==> src/rtl/mux_4_1_rr_arb_if.sv <==
// Requester/consumer bundle for the shared 4:1 mux: request vector and data in, grant, select and muxed word out.
// master = requester/consumer side, slave = arbiter side.
interface mux_4_1_rr_arb_if #(
    parameter int DW = 8
);
    logic [3:0]      req_in;
    logic [4*DW-1:0] d_in;
    logic [3:0]      gnt_out;
    logic [1:0]      sel_out;
    logic            valid_out;
    logic [DW-1:0]   y_out;

    modport master (
        output req_in, d_in,
        input  gnt_out, sel_out, valid_out, y_out
    );

    modport slave (
        input  req_in, d_in,
        output gnt_out, sel_out, valid_out, y_out
    );
endinterface

==> src/rtl/mux_4_1_rr_arb.sv <==
// Round-robin arbiter sharing one 4:1 data mux between four requesters, tenure capped at MAX_HOLD cycles.
// Latency: request sampled at edge N gives a registered grant after edge N; y_out is combinational from it.
// Backpressure: none; a requester holds req until served and releases by dropping req or hitting MAX_HOLD.
module mux_4_1_rr_arb #(
    parameter int DW       = 8,
    parameter int MAX_HOLD = 4,
    parameter int CW       = 8
) (
    input  logic               clk_in,
    input  logic               rst_n_in,
    mux_4_1_rr_arb_if.slave    bus
);

    typedef enum logic {
        IDLE  = 1'b0,
        GRANT = 1'b1
    } state_t;

    state_t          state;
    logic [3:0]      gnt;
    logic [1:0]      sel;
    logic            valid;
    logic [CW-1:0]   cnt;
    logic [1:0]      last;

    logic [1:0]      base;
    logic [1:0]      idx;
    logic            win_vld;
    logic [1:0]      win_idx;
    logic            release_now;

    // Search starts after the last-served index while idle, after the owner while granted;
    // offset 4 wraps back to the base itself, so it is checked last.
    always_comb begin
        base    = (state == IDLE) ? last : sel;
        win_vld = 1'b0;
        win_idx = 2'd0;
        idx     = 2'd0;
        for (int i = 4; i >= 1; i--) begin
            idx = base + 2'(i);
            if (bus.req_in[idx]) begin
                win_vld = 1'b1;
                win_idx = idx;
            end
        end
    end

    assign release_now = !bus.req_in[sel] || (cnt == CW'(MAX_HOLD - 1));

    always_ff @(posedge clk_in) begin
        if (!rst_n_in) begin
            state <= IDLE;
            gnt   <= 4'b0000;
            sel   <= 2'd0;
            valid <= 1'b0;
            cnt   <= '0;
            last  <= 2'd3;
        end else begin
            case (state)
                IDLE: begin
                    if (win_vld) begin
                        gnt   <= 4'b0001 << win_idx;
                        sel   <= win_idx;
                        valid <= 1'b1;
                        cnt   <= '0;
                        state <= GRANT;
                    end
                end
                GRANT: begin
                    if (release_now) begin
                        last <= sel;
                        if (win_vld) begin
                            gnt <= 4'b0001 << win_idx;
                            sel <= win_idx;
                            cnt <= '0;
                        end else begin
                            gnt   <= 4'b0000;
                            valid <= 1'b0;
                            cnt   <= '0;
                            state <= IDLE;
                        end
                    end else begin
                        cnt <= cnt + 1'b1;
                    end
                end
                default: state <= IDLE;
            endcase
        end
    end

    assign bus.gnt_out   = gnt;
    assign bus.sel_out   = sel;
    assign bus.valid_out = valid;
    assign bus.y_out     = valid ? bus.d_in[sel*DW +: DW] : '0;

endmodule

==> src/flat_wrapper.sv <==
// flat-port wrapper written by rule: the top's interface ports become plain ports
module mux_4_1_rr_arb_flat 
#(
    parameter int DW       = 8,
    parameter int MAX_HOLD = 4,
    parameter int CW       = 8
)
  (clk_in, rst_n_in, bus_req_in, bus_d_in, bus_gnt_out, bus_sel_out, bus_valid_out, bus_y_out);
  mux_4_1_rr_arb_if #(.DW(DW)) bus_i ();
  input  logic clk_in;
  input  logic rst_n_in;
  input wire logic [$bits(bus_i.req_in)-1:0] bus_req_in;
  input wire logic [$bits(bus_i.d_in)-1:0] bus_d_in;
  output wire logic [$bits(bus_i.gnt_out)-1:0] bus_gnt_out;
  output wire logic [$bits(bus_i.sel_out)-1:0] bus_sel_out;
  output wire logic [$bits(bus_i.valid_out)-1:0] bus_valid_out;
  output wire logic [$bits(bus_i.y_out)-1:0] bus_y_out;
  assign bus_i.req_in = bus_req_in;
  assign bus_i.d_in = bus_d_in;
  assign bus_gnt_out = bus_i.gnt_out;
  assign bus_sel_out = bus_i.sel_out;
  assign bus_valid_out = bus_i.valid_out;
  assign bus_y_out = bus_i.y_out;
  mux_4_1_rr_arb #(.DW(DW), .MAX_HOLD(MAX_HOLD), .CW(CW)) u_core (.clk_in(clk_in), .rst_n_in(rst_n_in), .bus(bus_i));
endmodule
==> config.mk <==
export PLATFORM = sky130hd
export DESIGN_NAME = mux_4_1_rr_arb_flat
export DESIGN_NICKNAME = d
export VERILOG_FILES = /design/src/rtl/mux_4_1_rr_arb_if.sv /design/src/rtl/mux_4_1_rr_arb.sv /design/src/flat_wrapper.sv
export SDC_FILE = /design/constraint.sdc
export NUM_CORES = 1
export LEC_CHECK = 0
export ABC_CLOCK_PERIOD_IN_PS = 1750
export BUFFER_PORTS_ARGS = -buffer_cell sky130_fd_sc_hd__buf_2
export CAP_MARGIN = 10
export CORE_UTILIZATION = 41
export DETAILED_ROUTE_END_ITERATION = 16
export PLACE_DENSITY = 0.79
export SLEW_MARGIN = 25
export SYNTH_ARGS = -nofsm -noshare
export SYNTH_HDL_FRONTEND = slang
export SYNTH_SLANG_ARGS = --single-unit
==> constraint.sdc <==
create_clock -name clk_in -period 1.75 [get_ports clk_in]
set_input_delay 0.175 -clock clk_in [delete_from_list [all_inputs] [get_ports clk_in]]
set_output_delay 0.175 -clock clk_in [all_outputs]
set_load 0.005 [all_outputs]
== Word-level counts from Yosys, hierarchy flattened ==
Cells that the tools add are included.

* Add/subtract/negate cells: 4
* Order comparisons: 5
* Equality and inequality tests: 4
* Shifts and indexed selects: 2
* Muxes and demuxes: 37
* Bitwise operators: 1
* Reduce and logical (&&, ||, !) cells: 5

{| class="wikitable"
|+ Operators with widths
! operator !! number
|-
| indexed part select 32 x 6 -> 8 bit || 1
|-
| 2-to-1 mux 8 bit || 3
|-
| case mux 8 bit (2 select lines) || 1
|-
| < comparator 2 x 3 -> 1 bit, second input constant || 5
|-
| 2-to-1 mux 1 bit || 14
|-
| 2-to-1 mux 2 bit || 7
|-
| 2-to-1 mux 4 bit || 3
|-
| binary-select mux 1 bit (select 2 bit) || 5
|-
| adder 8 x 1 -> 8 bit, second input constant || 1
|-
| == test 8 x 2 -> 1 bit, second input constant || 1
|-
| case mux 4 bit (2 select lines) || 1
|-
| adder 2 bit, second input constant || 2
|-
| inequality test 2 bit, second input constant || 2
|-
| case mux 1 bit (2 select lines) || 2
|-
| case mux 2 bit (2 select lines) || 1
|-
| AND reduction 2 bit || 2
|-
| left shift 1 x 2 -> 4 bit, first input constant || 1
|-
| AND reduction 3 bit || 1
|-
| adder 2 x 1 -> 2 bit, second input constant || 1
|-
| inequality test 2 x 1 -> 1 bit, second input constant || 1
|-
| zero test 1 bit || 1
|-
| logical OR 1 bit || 1
|-
| NOT 1 bit || 1
|}

* Register bits after elaboration: 18
* Input port bits: 38
* Output and inout port bits: 15
* Word-level logic and storage cells: 64

== Depth between registers and ports, before layout ==
* Depth in word-level cells: 11
* Gate-level depth with buffers: 7
* Depth with buffers taken out: 6

== Worst setup path before layout ==
Ideal clock, no wire load.

* Kind: flip-flop to flip-flop
* From: register u_core.cnt[0]
* To: register u_core.cnt[6]
* Setup time: 0.074 ns
* Arrival: 1.712 ns
* Required time: 1.676 ns
* Setup slack: -0.037 ns
* Stages on the path, launching flop included: 8
* Buffers on the path: 1
* Period minus slack after synthesis: 1.787 ns
* Path through: dfxtp_1 -> ha_1 -> nor4b_1 -> a22o_1 -> or2_1 -> buf_2 -> or3_1 -> a31oi_1

* Word-level cells in the longest chain between the ends: 4
* Elaborated cells on any way between the ends: 5
* Classes of those cells: add/sub: 1; eq/ne: 1; mux: 2; reduce/logical: 1

{| class="wikitable"
|+ Ends and longest elaborated chain
! what !! line !! text
|-
| start: declaration || mux_4_1_rr_arb.sv:23 || <nowiki>logic [CW-1:0] cnt;</nowiki>
|-
| start signal: assignment || mux_4_1_rr_arb.sv:83 || <nowiki>cnt <= cnt + 1'b1;</nowiki>
|-
| parallel branches: the longest is 2 deep, another holds adder 8 x 1 -> 8 bit || n/a ||
|-
| 2-to-1 mux 8 bit (*) || mux_4_1_rr_arb.sv:70 || <nowiki>if (release_now) begin</nowiki>
|-
| case mux 8 bit (2 select lines) (*) || mux_4_1_rr_arb.sv:59 || <nowiki>case (state)</nowiki>
|}

Every way passes the cells marked *.
A chain may end at the register's enable or synchronous reset.

== Worst setup path in the final report ==
* From: register u_core.sel[0], in the netlist u_core.bus.sel_out[0]
* To: output port bus_y_out[6]

* Word-level cells in the longest chain between the ends: 2

{| class="wikitable"
|+ Ends and longest elaborated chain
! what !! line !! text
|-
| start: declaration || mux_4_1_rr_arb.sv:21 || <nowiki>logic [1:0] sel;</nowiki>
|-
| start signal: assignment || mux_4_1_rr_arb.sv:63 || <nowiki>sel <= win_idx;</nowiki>
|-
| start signal: assignment || mux_4_1_rr_arb.sv:74 || <nowiki>sel <= win_idx;</nowiki>
|-
| indexed part select 32 x 6 -> 8 bit || mux_4_1_rr_arb.sv:94 || <nowiki>assign bus.y_out = valid ? bus.d_in[sel*DW +: DW] : '0;</nowiki>
|-
| 2-to-1 mux 8 bit || mux_4_1_rr_arb.sv:94 ||
|-
| end: declaration || flat_wrapper.sv:17 || <nowiki>output wire logic [$bits(bus_i.y_out)-1:0] bus_y_out;</nowiki>
|}

Every way passes these cells.

==> impl_metrics.tcl <==
set metrics [dict create \
    status "finished, violations left" \
    violations "setup timing" \
    tightestPinTransition_ps 397 \
    end_kind "primary output" \
    die_w_um 54.6 \
    critPathLaunch "u_core.bus.sel_out[0]$_SDFFE_PN0P_" \
    final_common_cell "buf_2" \
    cts_buffers 3 \
    holdBufCountCts 0 \
    drtPass1Iterations 4 \
    grt_max_degree 11 \
    start_util_pct 44.6 \
    yosysSeqAreaShare_pct 31.7 \
    cap_violations 0 \
    drc_errors 0 \
    syn_to_final_growth_pct 65.1 \
    critPathLaunchType "register" \
    critical_path_arrival_ps 1640 \
    die_y_um 54.6 \
    antenna-diode-count 0 \
    fin_crit_ps 1810 \
    rows 18 \
    path_cells "buf_12, mux4_2, and2_4, buf_6" \
    ir_drop_v 0.000540 \
    fin_cells 229 \
    fin_skew_ps 1.23 \
    cts_tree "done" \
    finalHoldViolations 0 \
    die_area_mm2 0.00299 \
    worst_hold_slack_ps 114 \
    gp_congestion 0.902 \
    antenna_found_initial 0 \
    clockBufferDepth 2 \
    critPathRequiredTime_ps 1570 \
    synth_edf_count 0 \
    grt-ovfl-total 0 \
    reg2reg_setup_slack_ps -40 \
    holdPathStages 2 \
    fmax_ghz 0.551 \
    setup_ws_ps -63.8 \
    fin_crit_sh_pct 104 \
    setup_viol 12 \
    p_leak_nw 0.889 \
    worstSetupPathType "register to primary output" \
    avgSynthCellArea_um2 9.39 \
    htreeDepth 1 \
    synth_cells 121 \
    wirelength_mm 3.80 \
    slowest_delay_ps 500 \
    synthesis.nets 160 \
    clkTransAtPathRegs_ps 110 \
    cp_num_buf_inv 2 \
    ys_ff_latch 18 \
    synth_async_sr_flop_share_pct 0 \
    synthesis.area_mm2 0.00114 \
    grt_pass1_vias 1225 \
    fin_nets 239 \
    slowest_stage "mux4_2" \
    portBuffers 52 \
    cp_top_family "multiplexers" \
    synthDistinctLibCells 36 \
    synth-main-ff-cell "dfxtp_1" \
    powerDensity_mw_per_mm2 714 \
    ff2ff_path_depth 6 \
    grt.total_usage_pct 24.5 \
    max_slew_margin_pct 73.5 \
    critPathCapture "bus_y_out[6]" \
    rsz0062_at_grt "true" \
    vias 1315 \
    via_per_inst 5.74 \
    finalMaxSlewViolations 0 \
    first_iter_violations 30 \
    dp_cells 218 \
    ys_warn_count 0 \
    boundaryPins 53 \
    dp_hpwl_mm 2.46 \
    clock_latency_ps 310 \
    min_path_type "input pin to register" \
    coreArea_mm2 0.00254 \
    cp_max_fo 5 \
    routedWlPerCell_um 16.6 \
    ant_nets 0 \
    cp_num_cells 4 \
    tns_ps -399 \
    r2r-start "u_core.cnt[1]$_SDFFE_PN0P_" \
    r2r-end "u_core.cnt[6]$_SDFFE_PN0P_" \
    grt_pass1_wl_mm 5.16 \
    layout_common_cells "buf_2 (45), buf_4 (21), dfxtp_1 (14)" \
    cts_root_buf "clkbuf_4" \
    drive_above_1_share_pct 59.3 \
    cts.sinks 18 \
]
synthesized netlist by cell type, drive strengths merged, types with 3 or more instances:
| library cell | instances | area [um^2] |
|---|---|---|
| inv | 3 | 11.3 |
| nor3 | 3 | 15.0 |
| nand2 | 8 | 30.0 |
| a21o | 4 | 30.0 |
| mux2i | 6 | 60.1 |
| nor2 | 10 | 37.5 |
| nand3 | 6 | 30.0 |
| a21oi | 5 | 25.0 |
| buf | 4 | 20.0 |
| and2 | 9 | 56.3 |
| and3 | 6 | 37.5 |
| dfxtp | 18 | 360 |
| o21ai | 4 | 20.0 |
| mux4 | 8 | 180 |
kinds of logic (layout without fill, tap and decap cells):
kind of cell    count (synthesis)  in the layout  synth area share [%]
mux                            15             15                  22.1
buf+inv                         8             86                  3.08
compound gates                 28             28                  18.3
fa+ha+maj                       1              1                  1.10
simple gates                   50             50                  22.9
flops                          18             18                  31.7
xor+xnor                        1              1                 0.771
worst register-to-register path: cells and delay by family (launching register included):
family | cells | cell delay (ps)
fa+ha+maj | 1 | 170
simple gates | 3 | 750
flops | 1 | 350
compound gates | 2 | 460
worst min-delay path by stage:
stage	start	slack, ps	endpoint
after detailed placement	rst_n_in	430	u_core.last[0]$_SDFFE_PN1P_
after CTS	rst_n_in	120	u_core.last[0]$_SDFFE_PN1P_
after global placement	rst_n_in	420	u_core.last[0]$_SDFFE_PN1P_
final	rst_n_in	110	u_core.last[0]$_SDFFE_PN1P_
after global routing	rst_n_in	90	u_core.last[0]$_SDFFE_PN1P_
after floorplan	rst_n_in	240	u_core.last[0]$_SDFFE_PN1P_
timing repair:
item / in CTS / in global routing
setup buffers: 3 / 3
gates resized for setup: 16 / 29
pin swaps: 1 / 7
setup endpoints to repair: 19 / 21
cloned: 1 / 0
registers in the layout, indices dropped and copies added, names as in the netlist:
name,flops
u_core.state,1
u_core.bus.gnt_out,4
u_core.bus.sel_out,2
u_core.cnt,8
u_core.bus.valid_out,1
u_core.last,2
metal layers:
layer	global-route usage, %	routed length, um	vias to the layer above
met4	8.97	53	0
met2	46.6	1940	68
met1	26.0	1460	628
li1	-	-	613
met5	0	0	-
met3	5.00	349	6
per-stage QoR:
stage          utilization (%)  area [um^2]  setup slack, ps  total power, W
3_3_place_gp              61.5         1570            -53.0        0.000874
5_1_grt                   73.7         1880             -121         0.00141
6_report                  73.7         1880            -63.8         0.00134
3_5_place_dp              61.5         1570             -120        0.000890
2_1_floorplan                -         1150             10.0        0.000706
4_1_cts                   67.3         1710            -40.8         0.00122
cell type report:
| type | count | area [um^2] |
|---|---|---|
| inverters | 3 | 11.3 |
| fillers | 193 | 669 |
| clock buffers | 4 | 36.3 |
| flip-flops and latches | 18 | 368 |
| well taps | 30 | 37.5 |
| multi-input cells | 95 | 860 |
| repair buffers | 79 | 563 |
where the power goes:
| part | switching [W] | internal, W | leakage (nW) |
|---|---|---|---|
| registers | 0.0000329 | 0.000442 | 0.149 |
| clock network | 0.000142 | 0.000127 | 0.0210 |
| logic | 0.000239 | 0.000356 | 0.719 |
Power figures use the tool's default switching activity.
